### config.mk
export PLATFORM = sky130hd
export DESIGN_NAME = bfu_pipe_flat
export DESIGN_NICKNAME = d
export VERILOG_FILES = /design/src/rtl/bfu_pkg.sv /design/src/rtl/bfu_pipe_if.sv /design/src/rtl/bfu_modmul.sv /design/src/rtl/bfu_pipe.sv /design/src/flat_wrapper.sv
export SDC_FILE = /design/constraint.sdc
export NUM_CORES = 1
export LEC_CHECK = 0
export CORE_UTILIZATION = 61
export CTS_CLUSTER_SIZE = 40
export DETAILED_ROUTE_END_ITERATION = 8
export DONT_BUFFER_PORTS = 1
export PLACE_DENSITY = 0.91
export SLEW_MARGIN = 5
export SYNTH_ARGS = -nofsm -noshare
export SYNTH_HDL_FRONTEND = slang
export SYNTH_SLANG_ARGS = --single-unit
### constraint.sdc
create_clock -name clk_i -period 18.93 [get_ports clk_i]
set_input_delay 1.893 -clock clk_i [delete_from_list [all_inputs] [get_ports clk_i]]
set_output_delay 1.893 -clock clk_i [all_outputs]
set_load 0.03 [all_outputs]
### src/rtl/bfu_pkg.sv
// Shared types and helpers for the pipelined modular butterfly unit (bfu_pipe).
// Stage records are sized by BFU_DW; bfu_pipe refuses any DATA_WIDTH that differs.
package bfu_pkg;

    localparam int BFU_LATENCY = 3;
    localparam int BFU_DW      = 12;
    localparam int BFU_MOD     = 3329;

    typedef enum logic {
        BFU_CT = 1'b0,
        BFU_GS = 1'b1
    } bfu_mode_e;

    typedef logic [BFU_DW-1:0] bfu_word_t;
    // One extra bit holds sums and differences of two residues, which stay below 2*MOD.
    typedef logic [BFU_DW:0]   bfu_wide_t;

    typedef struct packed {
        logic      valid;
        bfu_mode_e mode;
        bfu_word_t p;
        bfu_word_t w;
        bfu_wide_t s;
        bfu_wide_t d;
    } bfu_s1_t;

    typedef struct packed {
        logic      valid;
        bfu_mode_e mode;
        bfu_wide_t a;
        bfu_wide_t b;
    } bfu_s2_t;

    function automatic bfu_word_t mod_csub(input bfu_wide_t x, input bfu_wide_t m);
        return bfu_word_t'((x >= m) ? x - m : x);
    endfunction

endpackage

### src/rtl/bfu_pipe_if.sv
// Butterfly handshake bundle: operand side (in_*, mode, P/Q/W) and result side (out_*, X0/X1).
// The master modport belongs to the controller; bfu_pipe uses the slave modport.
interface bfu_pipe_if #(
    parameter int DATA_WIDTH = bfu_pkg::BFU_DW
);
    logic                  in_valid_i;
    logic                  in_ready_o;
    logic                  mode_i;
    logic [DATA_WIDTH-1:0] P_i;
    logic [DATA_WIDTH-1:0] Q_i;
    logic [DATA_WIDTH-1:0] W_i;
    logic                  out_valid_o;
    logic                  out_ready_i;
    logic [DATA_WIDTH-1:0] X0_o;
    logic [DATA_WIDTH-1:0] X1_o;

    modport master (
        output in_valid_i, mode_i, P_i, Q_i, W_i, out_ready_i,
        input  in_ready_o, out_valid_o, X0_o, X1_o
    );

    modport slave (
        input  in_valid_i, mode_i, P_i, Q_i, W_i, out_ready_i,
        output in_ready_o, out_valid_o, X0_o, X1_o
    );
endinterface

### src/rtl/bfu_modmul.sv
// Registered modular multiplier: r_o <= (a_i * b_i) mod MOD, updating only while en_i is high.
// Holds its result when en_i is low, so it stalls in step with the surrounding pipeline.
module bfu_modmul #(
    parameter int DATA_WIDTH = 12,
    parameter int MOD        = 3329
) (
    input  logic                  clk_i,
    input  logic                  en_i,
    input  logic [DATA_WIDTH-1:0] a_i,
    input  logic [DATA_WIDTH-1:0] b_i,
    output logic [DATA_WIDTH-1:0] r_o
);

    localparam int              PW    = 2 * DATA_WIDTH;
    localparam logic [PW-1:0]   MOD_P = PW'(MOD);

    logic [PW-1:0] prod;

    assign prod = PW'(a_i) * PW'(b_i);

    // NOTE: datapath registers carry no reset; a stage's valid bit alone decides whether its data is used.
    always_ff @(posedge clk_i) begin
        if (en_i) begin
            r_o <= DATA_WIDTH'(prod % MOD_P);
        end
    end

endmodule

### src/rtl/bfu_pipe.sv
// Three-stage pipelined CT/GS modular butterfly with valid/ready handshake on both sides.
// Optional BFU_SCALE_EN: GS results are halved mod MOD in S3 (folds the INTT 1/2 factor in).
module bfu_pipe
    import bfu_pkg::*;
#(
    parameter int DATA_WIDTH = BFU_DW,
    parameter int MOD        = BFU_MOD,
    parameter int LATENCY    = BFU_LATENCY
) (
    input  logic       clk_i,
    input  logic       reset_i,
    bfu_pipe_if.slave  bus
);

    if (DATA_WIDTH != BFU_DW || LATENCY != BFU_LATENCY ||
        MOD >= (1 << DATA_WIDTH) || (MOD % 2) == 0) begin : g_bad_cfg
        $error("bfu_pipe: unsupported DATA_WIDTH/MOD/LATENCY combination");
    end

    localparam bfu_wide_t MOD_W = bfu_wide_t'(MOD);

    logic      advance;
    logic      accept;
    bfu_s1_t   s1_q;
    bfu_s2_t   s2_q;
    bfu_s2_t   s2_n;
    bfu_word_t ct_t;
    bfu_word_t gs_b;
    bfu_word_t d_red;
    bfu_word_t x0_n;
    bfu_word_t x1_n;

    // A full S3 that nobody drains is the only thing that stalls the whole pipe.
    assign advance        = !bus.out_valid_o || bus.out_ready_i;
    assign accept         = bus.in_valid_i && advance;
    assign bus.in_ready_o = advance;

    // S1: CT product Q*W is reduced inside the multiplier, aligned with s1_q.
    bfu_modmul #(.DATA_WIDTH(DATA_WIDTH), .MOD(MOD)) u_ct_mul (
        .clk_i (clk_i),
        .en_i  (advance),
        .a_i   (bus.Q_i),
        .b_i   (bus.W_i),
        .r_o   (ct_t)
    );

    always_ff @(posedge clk_i) begin
        if (reset_i) begin
            s1_q.valid <= 1'b0;
        end else if (advance) begin
            s1_q.valid <= accept;
            s1_q.mode  <= bfu_mode_e'(bus.mode_i);
            s1_q.p     <= bus.P_i;
            s1_q.w     <= bus.W_i;
            s1_q.s     <= bfu_wide_t'(bus.P_i) + bfu_wide_t'(bus.Q_i);
            s1_q.d     <= bfu_wide_t'(bus.P_i) + MOD_W - bfu_wide_t'(bus.Q_i);
        end
    end

    // S2: GS difference times twiddle, aligned with s2_q.
    assign d_red = mod_csub(s1_q.d, MOD_W);

    bfu_modmul #(.DATA_WIDTH(DATA_WIDTH), .MOD(MOD)) u_gs_mul (
        .clk_i (clk_i),
        .en_i  (advance),
        .a_i   (d_red),
        .b_i   (s1_q.w),
        .r_o   (gs_b)
    );

    // NOTE: every field gets a default before the mode branch, so no latch is inferred.
    always_comb begin
        s2_n.valid = s1_q.valid;
        s2_n.mode  = s1_q.mode;
        s2_n.a     = s1_q.s;
        s2_n.b     = '0;
        if (s1_q.mode == BFU_CT) begin
            s2_n.a = bfu_wide_t'(s1_q.p) + bfu_wide_t'(ct_t);
            s2_n.b = bfu_wide_t'(s1_q.p) + MOD_W - bfu_wide_t'(ct_t);
        end
    end

    always_ff @(posedge clk_i) begin
        if (reset_i) begin
            s2_q.valid <= 1'b0;
        end else if (advance) begin
            s2_q <= s2_n;
        end
    end

`ifdef BFU_SCALE_EN
    function automatic bfu_word_t mod_half(input bfu_word_t x);
        bfu_wide_t t;
        t = x[0] ? bfu_wide_t'(x) + MOD_W : bfu_wide_t'(x);
        return bfu_word_t'(t >> 1);
    endfunction
`endif

    // S3: final conditional subtract; the GS product is already fully reduced.
    always_comb begin
        x0_n = mod_csub(s2_q.a, MOD_W);
        x1_n = (s2_q.mode == BFU_GS) ? gs_b : mod_csub(s2_q.b, MOD_W);
`ifdef BFU_SCALE_EN
        if (s2_q.mode == BFU_GS) begin
            x0_n = mod_half(x0_n);
            x1_n = mod_half(x1_n);
        end
`endif
    end

    always_ff @(posedge clk_i) begin
        if (reset_i) begin
            bus.out_valid_o <= 1'b0;
            bus.X0_o        <= '0;
            bus.X1_o        <= '0;
        end else if (advance) begin
            bus.out_valid_o <= s2_q.valid;
            if (s2_q.valid) begin
                bus.X0_o <= x0_n;
                bus.X1_o <= x1_n;
            end
        end
    end

endmodule

### src/flat_wrapper.sv
// flat-port wrapper written by rule: the top's interface ports become plain ports
module bfu_pipe_flat import bfu_pkg::*;
#(
    parameter int DATA_WIDTH = BFU_DW,
    parameter int MOD        = BFU_MOD,
    parameter int LATENCY    = BFU_LATENCY
)
  (clk_i, reset_i, bus_in_valid_i, bus_mode_i, bus_P_i, bus_Q_i, bus_W_i, bus_out_ready_i, bus_in_ready_o, bus_out_valid_o, bus_X0_o, bus_X1_o);
  bfu_pipe_if #(.DATA_WIDTH(DATA_WIDTH)) bus_i ();
  input  logic clk_i;
  input  logic reset_i;
  input wire logic [$bits(bus_i.in_valid_i)-1:0] bus_in_valid_i;
  input wire logic [$bits(bus_i.mode_i)-1:0] bus_mode_i;
  input wire logic [$bits(bus_i.P_i)-1:0] bus_P_i;
  input wire logic [$bits(bus_i.Q_i)-1:0] bus_Q_i;
  input wire logic [$bits(bus_i.W_i)-1:0] bus_W_i;
  input wire logic [$bits(bus_i.out_ready_i)-1:0] bus_out_ready_i;
  output wire logic [$bits(bus_i.in_ready_o)-1:0] bus_in_ready_o;
  output wire logic [$bits(bus_i.out_valid_o)-1:0] bus_out_valid_o;
  output wire logic [$bits(bus_i.X0_o)-1:0] bus_X0_o;
  output wire logic [$bits(bus_i.X1_o)-1:0] bus_X1_o;
  assign bus_i.in_valid_i = bus_in_valid_i;
  assign bus_i.mode_i = bus_mode_i;
  assign bus_i.P_i = bus_P_i;
  assign bus_i.Q_i = bus_Q_i;
  assign bus_i.W_i = bus_W_i;
  assign bus_i.out_ready_i = bus_out_ready_i;
  assign bus_in_ready_o = bus_i.in_ready_o;
  assign bus_out_valid_o = bus_i.out_valid_o;
  assign bus_X0_o = bus_i.X0_o;
  assign bus_X1_o = bus_i.X1_o;
  bfu_pipe #(.DATA_WIDTH(DATA_WIDTH), .MOD(MOD), .LATENCY(LATENCY)) u_core (.clk_i(clk_i), .reset_i(reset_i), .bus(bus_i));
endmodule
Word level (Yosys, flattened, before mapping)
Index checks and enable logic that the tools add are counted.
Word-level totals
  flip-flop bits (word level): 129
  input port bits: 41
  output and inout port bits: 26
  word-level logic and storage cells: 42
Cells by class
  add/subtract/negate cells: 9
  multipliers: 2
  div/mod/pow operators: 2
  order comparisons: 3
  muxes and demuxes: 5
  bitwise gates (word level): 1
  reduce and logical (&&, ||, !) cells: 5
Operators with widths (number)
  $mod A24 B12 Y24 const B: 2
  $mul A12 B12 Y24: 2
  $mux W12: 4
  $ge A13 B12 Y1 const B: 3
  $sub A12 B12 Y12 const B: 3
  $add A12 B12 Y13: 2
  $add A12 B12 Y13 const B: 2
  $mux W26: 1
  $sub A13 B12 Y13: 2
  $reduce_and A2 Y1: 2
  $logic_and A1 B1 Y1: 1
  $logic_not A1 Y1: 1
  $logic_or A1 B1 Y1: 1
  $not A1 Y1: 1

Logic depth before layout (Yosys ltp)
  depth in word-level cells: 4
  mapped depth: 81
  depth with buffers taken out: 73

Modules after synthesis
From an unflattened synthesis, not the netlist that was laid out.
Second synthesis, totals
  cell total of the unflattened synthesis: 3825
  area, all modules: 30411.7 um2
Modules (own cells, without submodules)
  bfu_modmul at u_core.u_gs_mul: instances 1, cells an instance 1605, area each 12015.3 um2, sequential area each 360.3 um2
  bfu_modmul at u_core.u_ct_mul: instances 1, cells an instance 1529, area each 11527.3 um2, sequential area each 360.3 um2
  bfu_pipe: instances 1, cells an instance 691, area each 6869.1 um2, sequential area each 2882.8 um2

Worst setup path before layout
OpenSTA, ideal clock, no wires.
  path type: register to register
  from: reg u_core.s1_q[1] (netlist name)
  to: reg u_core.u_gs_mul.r_o[3] (data pin)
  setup time: 0.263 ns
  arrival time: 17.928 ns
  data required time: 18.667 ns
  path slack: 0.739 ns
  cell stages (with the launch flop): 78
  path buffers: 6
  clock period less this slack: 18.191 ns
  path through: edfxtp_1 > inv_1 > ha_1 > nor4_1 > o21ai_1 > nand3b_1 > nor3_1 > nand2_1 > xnor2_1 > clkbuf_1 > nand2_1 > fa_1 > inv_1 > fa_1 > fa_1 > fa_1 > inv_1 > fa_1 > [... 42 more ...] > xnor2_1 > inv_1 > ha_1 > nor2_1 > o21ai_0 > a211o_1 > o21ai_4 > nand2_2 > xnor2_1 > ha_1 > nor4b_1 > o31ai_1 > nand2_1 > nand4_1 > a31oi_2 > buf_4 > nor2_1 > xor2_1
Between the ends
  cells in the longest elaborated chain, start to end: 4
  elaborated cells between the ends (all ways): 5
  those cells by class: add/sub (1); mul (1); div (1); order compare (1); mux (1)
Ends and longest elaborated chain
  start, declared: line bfu_pipe.sv:24  | bfu_s1_t s1_q;
  $sub A12 B12 Y12 / $ge A13 B12 Y1 (equally long branches): line bfu_pkg.sv:35  | return bfu_word_t'((x >= m) ? x - m : x);
  $mux W12 *: line bfu_pkg.sv:35
  $mul A12 B12 Y24 *: line bfu_modmul.sv:19  | assign prod = PW'(a_i) * PW'(b_i);
  $mod A24 B12 Y24 *: line bfu_modmul.sv:24  | r_o <= DATA_WIDTH'(prod % MOD_P);
  end signal, assigned: line bfu_modmul.sv:24
  end, declared: line bfu_modmul.sv:11  | output logic [DATA_WIDTH-1:0] r_o
Every way passes the cells marked *; elsewhere a longest branch is shown, timed or not.
A chain may end at the register's enable or synchronous reset.

Worst setup path in the final report
  from: reg u_core.s1_q[5] (netlist name)
  to: reg u_core.u_gs_mul.r_o[3] (data pin)
The elaborated chain is that of the path after synthesis.

==> results.txt <==
* Post-synthesis adder-cell area fraction: ~23%
- The number of global-route vias before repair was between 20000 and 30000.
- After detailed routing, the number of vias per cell comes to between 6 and 7.
* Min-delay worst type: flip-flop to flip-flop
- Final worst-path cycle share: 102%
* Required time of the worst setup path: ~19000 ps
- Distinct cells, synth: 147
- Transition time at the pin with the least slew margin: 1120 ps
- Combinational family with the most area after synthesis: compound AO/OA/AOI/OAI gates
* Boundary Pins: 67
* Global-route wire length before repair: around 140000 µm
- The max-slew violation count is 0.
- Summing over every cut layer, the via total after detailed routing is about 30000.
- Status: finished, violations left
- The repair_antennas step left the layout with diodes totalling 0.
- In this run the clock root is driven by a sky130_fd_sc_hd__clkbuf_16.
* Synth Net Count: ~4200
- Filler cell count in the final layout: ~3300
* Site Rows: 80
- EDFF count, synth: just over 100
* Post-detailed-route DRC marker count: 1
- In the global route stage, overall resource usage came out at 34.6%.
- In this run the standard cell core region covers around 48000 µm².
* WP data arrival: slightly below 20000 ps
- The tree built by TritonCTS fans out to roughly 130 sinks.
- Violated checks: design-rule violations, negative setup slack
- Maximum capacitance violations: 0
- Buffer depth of the longest clock path: 2
- The largest individual stage delay along the critical path comes from the cell sky130_fd_sc_hd__fa_1.
- Layout-stage area growth over the synthesis result: 13.0%
* TritonCTS clock tree: done
- Initial antenna violation count: 0
* Overall overflow remaining after global route: 0
- TritonCTS created 17 clock buffers.
* Port buffer count: 0
- Clock latency on the worst-skew pair: between 400 and 500 ps
* Count of non-filler cells in the finished layout: ~4500
- Die Span X: 223 µm
* Area occupied by multi-input gates: around 25000 µm²
- Of the total synthesized cell area, the portion taken by XOR and XNOR cells is about 7.7%.
* Share of synthesized area spent on multiplexers: under 10%
- Of all nets on the critical path, the largest fanout is 12.
* Number of cells produced by synthesis: 3721
* Post-route minimum period: 19300 ps
* Placed cells: between 4000 and 5000
- In this run the tightest slew margin relative to its limit is between 20% and 30%.
- The synthesized netlist devotes between 20% and 30% of its cell area to simple gates.
- Worst Setup Path Type: flip-flop to flip-flop
- Area fraction in compound gates after synthesis: ~26%
- Top-area cell type share of the netlist area: 13.7%
- The sequential cells in the finished layout cover a total of 3600 µm².
- The final hold violation count came to 0.
- In this run, post-CTS hold repair placed 0 buffers.
- Kind of launch point of the worst setup path: flip-flop
- FFs w/ async S/R, synth: 0%
- Overall die area: approximately 50000 µm²
- For this run, the number of Yosys warnings is 0.
- Counting flops and latches in the post-synthesis netlist gives 129.
- For this run, the detailed router's first-pass iteration total came to 9.
* CTS H-tree lvls: 4
* Seq/Total Area, Yosys: 12.1%
- Average routed wire per standard cell: 20.9 µm
- In the post-route analysis, the smallest setup slack over all paths is -372 ps.
- Averaged over all synthesized cells, the footprint is around 8.0 µm².
- In this run the cell area of the synthesized design comes to slightly below 30000 µm².
* Die extent in y: 223 µm
* Wire length reported by the detailed router: roughly 94000 µm
- Library cell appearing most often on the critical path: sky130_fd_sc_hd__fa_1
* Worst clock skew: ~12 ps
- Reg2reg setup slack: -370 ps
- The final layout contains around 4300 nets.
- The largest single stage delay on the critical path is roughly 560 ps.
* Placer congestion estimate: between 0.9 and 1
- Before CTS, the worst setup slack after placement is -572 ps.
* Post-DP HPWL: 67400 µm
* Crit end category: flip-flop
- Entering global routing, the biggest net connects between 70 and 80 pins.
- Leading cell types by total area after synthesis: sky130_fd_sc_hd__fa_1 (14%), sky130_fd_sc_hd__edfxtp_1 (10%), sky130_fd_sc_hd__ha_1 (8.7%), sky130_fd_sc_hd__nand2_1 (5.4%), sky130_fd_sc_hd__xnor2_1 (5.4%)
- For this configuration, the core starts out at a cell density of between 60% and 70%.
- Number of failing setup endpoints in the final timing report: 12
- Fmax: roughly 52 MHz
- Hold slack final: between 400 and 500 ps
- The detail route stage leaves a number of antenna-violating nets equal to 0.
- The biggest area contributor in the post-synthesis netlist is sky130_fd_sc_hd__fa_1.
* First DRT Iteration DRCs: roughly 3800
- After clock tree synthesis, the clock-pin slew on the worst setup and hold paths is roughly 60 ps.
- Primary flip-flop cell chosen by synthesis mapping: sky130_fd_sc_hd__edfxtp_1
* Layout cell share with drive strength beyond 1: approximately 17%
-- cells by family after synthesis --
logic type                 after synthesis
muxes                                   44
DFF                                    129
buffers and inverters                  473
adders and majority gates              418
and+or+nand+nor                       1389
xor gates and xnor gates               257
AOI/OAI and AO/OA                     1011
-- area by class of cell --
type | count | share of cell area, %
multi-input combinational | 3121 | 75.6
sequential | 129 | 10.7
tap | 615 | 2.29
inverter | 338 | 3.77
timing repair buffer | 263 | 6.00
clock buffer | 21 | 1.37
clock inverter | 11 | 0.298
-- Yosys cell counts, types with 26 or more instances --
cell                         n
sky130_fd_sc_hd__nor4_1     33
sky130_fd_sc_hd__o31ai_1    31
sky130_fd_sc_hd__and3_1     46
sky130_fd_sc_hd__o211ai_1   44
sky130_fd_sc_hd__xnor2_1   182
sky130_fd_sc_hd__o21a_1     30
sky130_fd_sc_hd__ha_1      208
sky130_fd_sc_hd__a31oi_1    34
sky130_fd_sc_hd__buf_2      31
sky130_fd_sc_hd__edfxtp_1  102
sky130_fd_sc_hd__xor2_1     70
sky130_fd_sc_hd__nor2_1    288
sky130_fd_sc_hd__a21o_1     58
sky130_fd_sc_hd__nand2_1   432
sky130_fd_sc_hd__nand2b_1   29
sky130_fd_sc_hd__nand3_1    85
sky130_fd_sc_hd__o21ai_1    31
sky130_fd_sc_hd__clkbuf_1   80
sky130_fd_sc_hd__a21oi_1   205
sky130_fd_sc_hd__fa_1      204
sky130_fd_sc_hd__and2_1    144
sky130_fd_sc_hd__o21bai_1   28
sky130_fd_sc_hd__or3_1      26
sky130_fd_sc_hd__a211oi_1   51
sky130_fd_sc_hd__mux2i_1    27
sky130_fd_sc_hd__nor3_1     93
sky130_fd_sc_hd__dfxtp_1    27
sky130_fd_sc_hd__o21ai_0   143
sky130_fd_sc_hd__nand4_1    41
sky130_fd_sc_hd__inv_1     337
-- layout by cell type (no fill, tap or decap), types with 30 or more instances in the layout --
master	n
sky130_fd_sc_hd__nor2_1	280
sky130_fd_sc_hd__xnor2_1	170
sky130_fd_sc_hd__nand4_1	41
sky130_fd_sc_hd__o21ai_1	39
sky130_fd_sc_hd__a31oi_1	30
sky130_fd_sc_hd__a211oi_1	40
sky130_fd_sc_hd__xor2_1	67
sky130_fd_sc_hd__nand3_1	82
sky130_fd_sc_hd__ha_1	201
sky130_fd_sc_hd__inv_1	337
sky130_fd_sc_hd__edfxtp_1	102
sky130_fd_sc_hd__a21o_1	55
sky130_fd_sc_hd__nand2_1	428
sky130_fd_sc_hd__and2_1	140
sky130_fd_sc_hd__o211ai_1	44
sky130_fd_sc_hd__o21ai_0	127
sky130_fd_sc_hd__a21oi_1	196
sky130_fd_sc_hd__buf_4	257
sky130_fd_sc_hd__and3_1	42
sky130_fd_sc_hd__fa_1	204
sky130_fd_sc_hd__nor3_1	89
-- state kept, by name, indices dropped and copies added (netlist names) --
signal,cells
u_core.u_gs_mul.r_o,12
u_core.bus.out_valid_o,1
u_core.u_ct_mul.r_o,12
u_core.s2_q,28
u_core.s1_q,52
u_core.bus.X1_o,12
u_core.bus.X0_o,12
-- worst max-delay path, delay by kind of cell, from the launching register on --
kind	cells	cell delay, ps
adders and majority gates	8	3340
buffers and inverters	9	1290
and+or+nand+nor	24	5020
muxes	1	350
DFF	1	520
xor gates and xnor gates	7	1660
AOI/OAI and AO/OA	26	6830
-- routing by layer --
layer / up-vias / GRT usage [%] / part of all wire, %
li1: 13653 / - / -
met1: 14493 / 43.0 / 37
met2: 2028 / 59.1 / 48
met3: 544 / 4.52 / 9.1
met4: 0 / 17.2 / 5.8
met5: - / 0 / 0
-- worst paths after layout --
kind / start / endpoint / depth (start not counted)
worst min-delay path: u_core.s2_q[27] / u_core.bus.out_valid_o / 2
worst max-delay path: u_core.s1_q[5] / u_core.u_gs_mul.r_o[3] / 75
worst max register to register: u_core.s1_q[5] / u_core.u_gs_mul.r_o[3] / 75
worst min register to register: u_core.s2_q[27] / u_core.bus.out_valid_o / 2
-- repair_timing --
item / 4_1_cts / 5_1_grt
cloned: 0 / 3
setup buffers: 6 / 55
resized for setup: 8 / 217
endpoints found under the setup margin: 23 / 24
pin swaps: 1 / 66
-- metrics by stage --
| step | instance area, µm² | setup TNS [ps] | util [%] |
|---|---|---|---|
| 4_1_cts | 32100 | 0 | 66.9 |
| 6_report | 33600 | -3790 | 70.1 |
| 5_1_grt | 33600 | -11870 | 70.1 |
| 3_5_place_dp | 31400 | -5710 | 65.5 |
| 3_3_place_gp | 31400 | -4810 | 65.5 |
| 2_1_floorplan | 29800 | 0 | - |
Power is not shown: default switching activity piles up to over one toggle a cycle in this logic, so the estimate is an artifact.
